`src/rtl/pwm_meas_pkg.sv`:
```
// Shared FSM encodings, default parameters and record field widths for the PWM measurement
// scheduler.
package pwm_meas_pkg;

  localparam logic [2:0] ST_IDLE      = 3'd0;
  localparam logic [2:0] ST_SETTLE    = 3'd1;
  localparam logic [2:0] ST_WAIT_RISE = 3'd2;
  localparam logic [2:0] ST_MEAS_HIGH = 3'd3;
  localparam logic [2:0] ST_MEAS_LOW  = 3'd4;
  localparam logic [2:0] ST_REPORT    = 3'd5;
  localparam logic [2:0] ST_NEXT      = 3'd6;

  localparam int unsigned N_CH_DEF    = 8;
  localparam int unsigned CNT_W_DEF   = 24;
  localparam int unsigned TIMEOUT_DEF = 10_000_000;
  localparam int unsigned SETTLE_DEF  = 4;

  // Width of the result_ch / sel_ch fields.
  function automatic int unsigned ch_w(int unsigned n_ch);
    return (n_ch > 1) ? $clog2(n_ch) : 1;
  endfunction

endpackage

```
`src/rtl/pwm_sync_edge.sv`:
```
// One-bit 2-FF synchronizer followed by a delay flop; exposes synced level and edge strobes.
module pwm_sync_edge (
  input  logic i_clk,
  input  logic i_reset,
  input  logic i_d,
  output logic o_sync,
  output logic o_rise,
  output logic o_fall
);

  logic r_meta, r_sync, r_dly;

  always_ff @(posedge i_clk) begin
    if (i_reset) begin
      r_meta <= 1'b0;
      r_sync <= 1'b0;
      r_dly  <= 1'b0;
    end else begin
      r_meta <= i_d;
      r_sync <= r_meta;
      r_dly  <= r_sync;
    end
  end

  assign o_sync = r_sync;
  assign o_rise = r_sync & ~r_dly;
  assign o_fall = ~r_sync & r_dly;

endmodule

```
`src/rtl/pwm_meas_scheduler.sv`:
```
// Round-robin duty/period measurement engine shared across N_CH PWM inputs.
// Optional sticky alive/stuck status flops are built when PWM_MEAS_STATUS_EN is defined.
module pwm_meas_scheduler
  import pwm_meas_pkg::*;
#(
  parameter int unsigned N_CH    = N_CH_DEF,
  parameter int unsigned CNT_W   = CNT_W_DEF,
  parameter int unsigned TIMEOUT = TIMEOUT_DEF,
  parameter int unsigned SETTLE  = SETTLE_DEF
) (
  input  logic                      CLK100MHZ,
  input  logic                      reset,
  input  logic [N_CH-1:0]           pwm_in,
  input  logic [N_CH-1:0]           chan_en,
  input  logic                      result_ready,
  output logic                      result_valid,
  output logic [ch_w(N_CH)-1:0]     result_ch,
  output logic [CNT_W-1:0]          result_high,
  output logic [CNT_W-1:0]          result_period,
  output logic                      result_timeout,
  output logic                      result_level,
  output logic [ch_w(N_CH)-1:0]     sel_ch,
  output logic                      busy,
  output logic [2*N_CH-1:0]         ch_status
);

  localparam int unsigned CH_W = ch_w(N_CH);
  localparam int unsigned ST_W = $clog2(SETTLE);

  logic [N_CH-1:0]  w_sync, w_rise, w_fall;
  logic             w_sel_sync, w_sel_rise, w_sel_fall, w_tmo;
  logic [CH_W-1:0]  w_lowest_ch, w_next_ch;

  logic [2:0]       r_state;
  logic [CH_W-1:0]  r_sel_ch;
  logic [ST_W-1:0]  r_settle;
  logic [CNT_W-1:0] r_timer, r_high, r_period;
  logic             r_timeout, r_level;

  // Every channel keeps its synchronizer running so a switch never sees stale metastable data.
  for (genvar g = 0; g < N_CH; g++) begin : g_sync
    pwm_sync_edge u_sync (
      .i_clk   (CLK100MHZ),
      .i_reset (reset),
      .i_d     (pwm_in[g]),
      .o_sync  (w_sync[g]),
      .o_rise  (w_rise[g]),
      .o_fall  (w_fall[g])
    );
  end

  assign w_sel_sync = w_sync[r_sel_ch];
  assign w_sel_rise = w_rise[r_sel_ch];
  assign w_sel_fall = w_fall[r_sel_ch];
  assign w_tmo      = (r_timer == CNT_W'(TIMEOUT - 1));

  // Lowest enabled channel, and first enabled channel after r_sel_ch (itself last).
  always_comb begin
    int idx;
    idx         = 0;
    w_lowest_ch = '0;
    w_next_ch   = r_sel_ch;
    for (int i = int'(N_CH) - 1; i >= 0; i--) begin
      if (chan_en[CH_W'(i)]) w_lowest_ch = CH_W'(i);
    end
    for (int k = int'(N_CH); k >= 1; k--) begin
      idx = (int'(r_sel_ch) + k) % int'(N_CH);
      if (chan_en[CH_W'(idx)]) w_next_ch = CH_W'(idx);
    end
  end

  always_ff @(posedge CLK100MHZ) begin
    if (reset) begin
      r_state   <= ST_IDLE;
      r_sel_ch  <= '0;
      r_settle  <= '0;
      r_timer   <= '0;
      r_high    <= '0;
      r_period  <= '0;
      r_timeout <= 1'b0;
      r_level   <= 1'b0;
    end else begin
      case (r_state)
        ST_IDLE: begin
          if (|chan_en) begin
            r_sel_ch <= w_lowest_ch;
            r_settle <= '0;
            r_state  <= ST_SETTLE;
          end
        end
        ST_SETTLE: begin
          if (r_settle == ST_W'(SETTLE - 1)) begin
            r_timer   <= '0;
            r_timeout <= 1'b0;
            r_level   <= 1'b0;
            r_state   <= ST_WAIT_RISE;
          end else begin
            r_settle <= r_settle + ST_W'(1);
          end
        end
        ST_WAIT_RISE, ST_MEAS_HIGH, ST_MEAS_LOW: begin
          r_timer <= r_timer + CNT_W'(1);
          // A timeout takes priority over any edge seen in the same cycle.
          if (w_tmo) begin
            r_timeout <= 1'b1;
            r_level   <= w_sel_sync;
            r_high    <= '0;
            r_period  <= '0;
            r_state   <= ST_REPORT;
          end else if (r_state == ST_WAIT_RISE) begin
            if (w_sel_rise) begin
              r_high   <= CNT_W'(1);
              r_period <= CNT_W'(1);
              r_state  <= ST_MEAS_HIGH;
            end
          end else if (r_state == ST_MEAS_HIGH) begin
            r_period <= r_period + CNT_W'(1);
            if (w_sel_fall) r_state <= ST_MEAS_LOW;
            else            r_high  <= r_high + CNT_W'(1);
          end else begin
            if (w_sel_rise) r_state  <= ST_REPORT;
            else            r_period <= r_period + CNT_W'(1);
          end
        end
        ST_REPORT: begin
          if (result_ready) r_state <= ST_NEXT;
        end
        ST_NEXT: begin
          if (|chan_en) begin
            r_sel_ch <= w_next_ch;
            r_settle <= '0;
            r_state  <= ST_SETTLE;
          end else begin
            r_state <= ST_IDLE;
          end
        end
        default: r_state <= ST_IDLE;
      endcase
    end
  end

  assign result_valid   = (r_state == ST_REPORT);
  assign result_ch      = r_sel_ch;
  assign result_high    = r_high;
  assign result_period  = r_period;
  assign result_timeout = r_timeout;
  assign result_level   = r_level;
  assign sel_ch         = r_sel_ch;
  assign busy           = (r_state != ST_IDLE);

`ifdef PWM_MEAS_STATUS_EN
  logic [2*N_CH-1:0] r_status;
  logic [N_CH-1:0]   w_ch_oh;

  assign w_ch_oh = N_CH'(1) << r_sel_ch;

  // Upper half: stuck flags, lower half: alive flags; each accept clears the opposite flag.
  always_ff @(posedge CLK100MHZ) begin
    if (reset) begin
      r_status <= '0;
    end else if (result_valid && result_ready) begin
      if (r_timeout) begin
        r_status <= {r_status[2*N_CH-1:N_CH] | w_ch_oh, r_status[N_CH-1:0] & ~w_ch_oh};
      end else begin
        r_status <= {r_status[2*N_CH-1:N_CH] & ~w_ch_oh, r_status[N_CH-1:0] | w_ch_oh};
      end
    end
  end

  assign ch_status = r_status;
`else
  assign ch_status = '0;
`endif

endmodule

```
`config.mk`:
```
export PLATFORM = sky130hd
export DESIGN_NAME = pwm_meas_scheduler
export DESIGN_NICKNAME = d
export VERILOG_FILES = /design/src/rtl/pwm_meas_pkg.sv /design/src/rtl/pwm_sync_edge.sv /design/src/rtl/pwm_meas_scheduler.sv
export SDC_FILE = /design/constraint.sdc
export NUM_CORES = 1
export LEC_CHECK = 0
export ABC_AREA = 1
export CORE_MARGIN = 10
export CORE_UTILIZATION = 45
export DETAILED_ROUTE_END_ITERATION = 6
export GPL_ROUTABILITY_DRIVEN = 0
export MAX_ROUTING_LAYER = met4
export PLACE_DENSITY = 0.73
export SKIP_CTS_REPAIR_TIMING = 1
export SYNTH_ARGS = -nofsm -noshare
export SYNTH_HDL_FRONTEND = slang
export SYNTH_HIERARCHICAL = 1
export SYNTH_SLANG_ARGS = --single-unit
```
`constraint.sdc`:
```
create_clock -name CLK100MHZ -period 5.2 [get_ports CLK100MHZ]
set_input_delay 1.04 -clock CLK100MHZ [delete_from_list [all_inputs] [get_ports CLK100MHZ]]
set_output_delay 1.04 -clock CLK100MHZ [all_outputs]
set_load 0.01 [all_outputs]
```
==> flow_summary_export.csv <==
group,metric,value,unit
yosys,synth_adder_area_share,1.06,%
clocking,clock_sinks,106,
drt,first_iter_violations,600,
setup_path,largest_delay_contributor_family_on_the_critical_path,"buffers and inverters",
min_path,hp-start,"g_sync[2].u_sync/r_meta$_SDFF_PP0_",
job,drv.max_cap_violation_count,0,
global_routing,grt_overflow_total,0,
placed_design,dp.cells,1344,
finish,fin_cells,1360,
setup_path,worst-r2r-cell-count,9,
global_routing,grt_antenna_before_repair,0,
clocking,cts.clk_slew.worst_paths,0.07,ns
placed_design,place_area,7810,sq um
floorplanning,die-height,145,microns
yosys,synth-compound-area-share,10.6,%
drt,wl_per_cell,13.1,microns
timing,number_of_pins_exceeding_their_max_slew_limit_in_the_final_report,0,
timing,postLayoutSetupSlackWorst,2.27,ns
yosys,postSynthAreaPerCell,6.49,sq um
clocking,clockRootBuffer,"sky130_fd_sc_hd__clkbuf_16",
timing,max_slew_margin,49.1,%
placed_design,post-place-ws,2.21,ns
power,irDropWorstVdd,0.262,mV
placed_design,buffer_ports.inserted,76,
floorplanning,top_level_ports,93,
timing,worst_clock_skew,0.0115,ns
drt,drt_pre_antenna_iters,5,
yosys,synth.mux.area_fraction,0,%
setup_path,worst-setup-path-type,"register to primary output",
status,status,"completed",
setup_path,setup.worst_path.end_class,"primary output",
setup_path,timing.critical_path.from,"r_state[2]$_SDFFE_PP0P_",
finish,nFillCells,1587,
finish,layout-drive-gt1-share,9.66,%
clocking,ctsLongestPathBuffers,2,
global_routing,grt_max_degree,59,
finish,final_area,8130,sq um
finish,num_antenna_cells,0,
clocking,htree_num_levels,3,
yosys,post_synth_xor_area_fraction,2.97,%
finish,area.growth.synth_to_final,14.7,%
setup_path,max_stage_delay,0.59,ns
yosys,synth_sequential_area_ratio,29.9,%
yosys,synthesis.area,7090,sq um
setup_path,timing.critical_path.depth,3,
yosys,yosys_register_bits,106,
drt,route.detailed.drc,0,
yosys,postSynth.asyncResetShare,0,%
yosys,synthesis.instances,1092,
yosys,postSynth.topFlopCell,"sky130_fd_sc_hd__dfxtp_1",
timing,hold_violation_count_in_the_final_report,0,
power,power-per-cell-area,364,nW/um^2
setup_path,maximum_net_fanout_on_the_critical_path,8,
global_routing,first_pass_grt_wire_length,30600,microns
floorplanning,design.die.area,21200,sq um
setup_path,cp-start-kind,"register",
timing,layout_worst_path_cycle_share,56.3,%
setup_path,crit_slowest_cell,"sky130_fd_sc_hd__dfxtp_1",
yosys,synth_enable_flop_cells,0,
yosys,post_synth_num_cell_types,53,
setup_path,cp_data_required_time,4.16,ns
setup_path,number_of_buffer_and_inverter_stages_on_the_critical_path,2,
min_path,min_delay_path_depth,2,
floorplanning,floorplan.initialDensity,46.3,%
global_routing,grt.total_usage,17.0,%
floorplanning,core_area,15300,sq um
yosys,yosys.area_share.simple,42.8,%
floorplanning,placement_rows,45,
timing,timing_worst_slew_pin_value,0.756,ns
timing,clock.fmax,341,MHz
clocking,tritoncts,"built",
drt,detailroute.via_count,6956,
timing,setup-violations-final,0,
yosys,yosysWarningCount,6,
finish,finalNetCount,1169,
clocking,clk-insertion-delay-late,0.36,ns
drt,antenna_left,0,
global_routing,via_count_of_the_first_global_routing_pass,6438,
drt,route.detailed.vias_per_inst,5.11,
timing,grt_setup_unrepaired,"false",
setup_path,worst_reg2reg_path_startpoint,"r_state[1]$_SDFFE_PP0P_",
timing,timing.final.crit_period,2.93,ns
min_path,holdCritPathClass,"register to register",
timing,setup_total_negative_slack,0,ns
power,power.static_leakage,3.23,nW
floorplanning,die_x_extent,145,microns
setup_path,timing.critical_path.cells,"inv_2 > nor2_1 > clkdlybuf4s50_1",
clocking,cts-buffers-inserted,9,
yosys,largest_family_of_logic_cells_by_synthesized_area,"simple AND/OR/NAND/NOR gates",
drt,wirelength,17800,microns
power,total_power,2.96,mW
placed_design,dp_hpwl,12900,microns
setup_path,timing.critical_path.arrival,1.89,ns
==> path summary, 6_finish.rpt <==
| kind | endpoint | slack [ns] |
|---|---|---|
| max reg2reg | result_period[14]$_SDFFE_PP0P_ | 2.47 |
| max | result_valid | 2.27 |
| min | g_sync[2].u_sync/o_sync$_SDFF_PP0_ | 0.40 |
| min reg2reg | g_sync[2].u_sync/o_sync$_SDFF_PP0_ | 0.40 |
==> state kept, by name, indices dropped and copies added (netlist names) <==
register / cells
result_level: 1
result_timeout: 1
g_sync.u_sync/o_sync: 8
r_timer: 24
r_state: 3
r_settle: 2
result_high: 24
g_sync.u_sync/r_meta: 8
result_period: 24
g_sync.u_sync/r_dly: 8
result_ch: 3
==> synth_stat cells (all sizes together) (3+ instances only) <==
cell type | number | share of area [%]
nand3 | 84 | 6.5
dfxtp | 106 | 30
a31o | 3 | 0.37
nor4 | 11 | 1.5
a21oi | 78 | 6.4
xor2 | 12 | 1.5
o21ai | 32 | 2.4
or2 | 10 | 0.88
ha | 6 | 1.1
nand3b | 4 | 0.60
o211ai | 4 | 0.42
buf | 43 | 4.8
nor3 | 50 | 3.7
nand2 | 293 | 17
xnor2 | 12 | 1.5
inv | 133 | 7.1
nor2 | 159 | 9.9
clkbuf | 10 | 0.53
nand4 | 30 | 2.8
==> logic make-up after synthesis <==
logic type               after synthesis
AO/OA/AOI/OAI                        125
flip-flops                           106
AND/OR/NAND/NOR                      642
buffers and inverters                188
XOR/XNOR                              24
other                                  1
adder cells (fa/ha/maj)                6
==> final cells by class <==
cell class / count / area [sq um] / share of cell area, %
multi-input combinational: 813 / 4130 / 50.8
sequential: 106 / 2120 / 26.1
timing repair buffer: 79 / 778 / 9.57
inverter: 135 / 517 / 6.35
tap: 211 / 264 / 3.25
clock buffer: 12 / 246 / 3.03
clock inverter: 4 / 75.1 / 0.923
==> power by group <==
part	switching (mW)	leakage, nW	internal (mW)
logic	0.874	2.22	0.404
registers	0.0777	0.860	0.858
clock network	0.310	0.149	0.436
==> cells in the final DEF, fill, tap and decap left out, types with 4 or more instances in the layout <==
master and n:
sky130_fd_sc_hd__clkbuf_16 9, sky130_fd_sc_hd__ha_1 6, sky130_fd_sc_hd__o21ai_1 8, sky130_fd_sc_hd__nand3_1 79, sky130_fd_sc_hd__o21ai_0 23, sky130_fd_sc_hd__xnor2_1 12
sky130_fd_sc_hd__conb_1 16, sky130_fd_sc_hd__nor4_1 8, sky130_fd_sc_hd__a21oi_2 13, sky130_fd_sc_hd__nor2_4 5, sky130_fd_sc_hd__a21oi_1 64, sky130_fd_sc_hd__xor2_1 12
sky130_fd_sc_hd__or2_2 10, sky130_fd_sc_hd__clkdlybuf4s50_1 75, sky130_fd_sc_hd__nand2_2 17, sky130_fd_sc_hd__inv_1 118, sky130_fd_sc_hd__nand2_4 4, sky130_fd_sc_hd__nor3_1 47
sky130_fd_sc_hd__nand4_1 28, sky130_fd_sc_hd__nor2_1 148, sky130_fd_sc_hd__dfxtp_1 106, sky130_fd_sc_hd__o211ai_1 4, sky130_fd_sc_hd__nor2_8 4, sky130_fd_sc_hd__nand2_1 271
sky130_fd_sc_hd__inv_2 13
==> worst reg2reg max path, cell delays in order (launching register included) <==
cell and delay [ns]:
sky130_fd_sc_hd__dfxtp_1 0.44, sky130_fd_sc_hd__nand2_2 0.14, sky130_fd_sc_hd__nor2_4 0.53, sky130_fd_sc_hd__inv_2 0.44
sky130_fd_sc_hd__nand4_1 0.24, sky130_fd_sc_hd__nand3_2 0.44, sky130_fd_sc_hd__nand2_1 0.25, sky130_fd_sc_hd__nand2_1 0.07
sky130_fd_sc_hd__nand2_1 0.06, sky130_fd_sc_hd__inv_1 0.03
==> routing by layer <==
layer	vias to the layer above	global-route usage [%]	share of wire, %
met5	-	-	0
met4	0	5.71	1.5
met3	23	3.51	4.7
met2	155	27.6	46
met1	3182	20.7	48
li1	3596	-	-
==> metrics by stage <==
step / util, % / hold slack [ns]
3_5_place_dp: 51.0 / 0.395
3_3_place_gp: 51.0 / 0.394
6_report: 53.1 / 0.401
5_1_grt: 53.1 / 0.417
4_1_cts: 53.1 / 0.402
2_1_floorplan: - / 0.388
(Power assumes the default switching activity.)
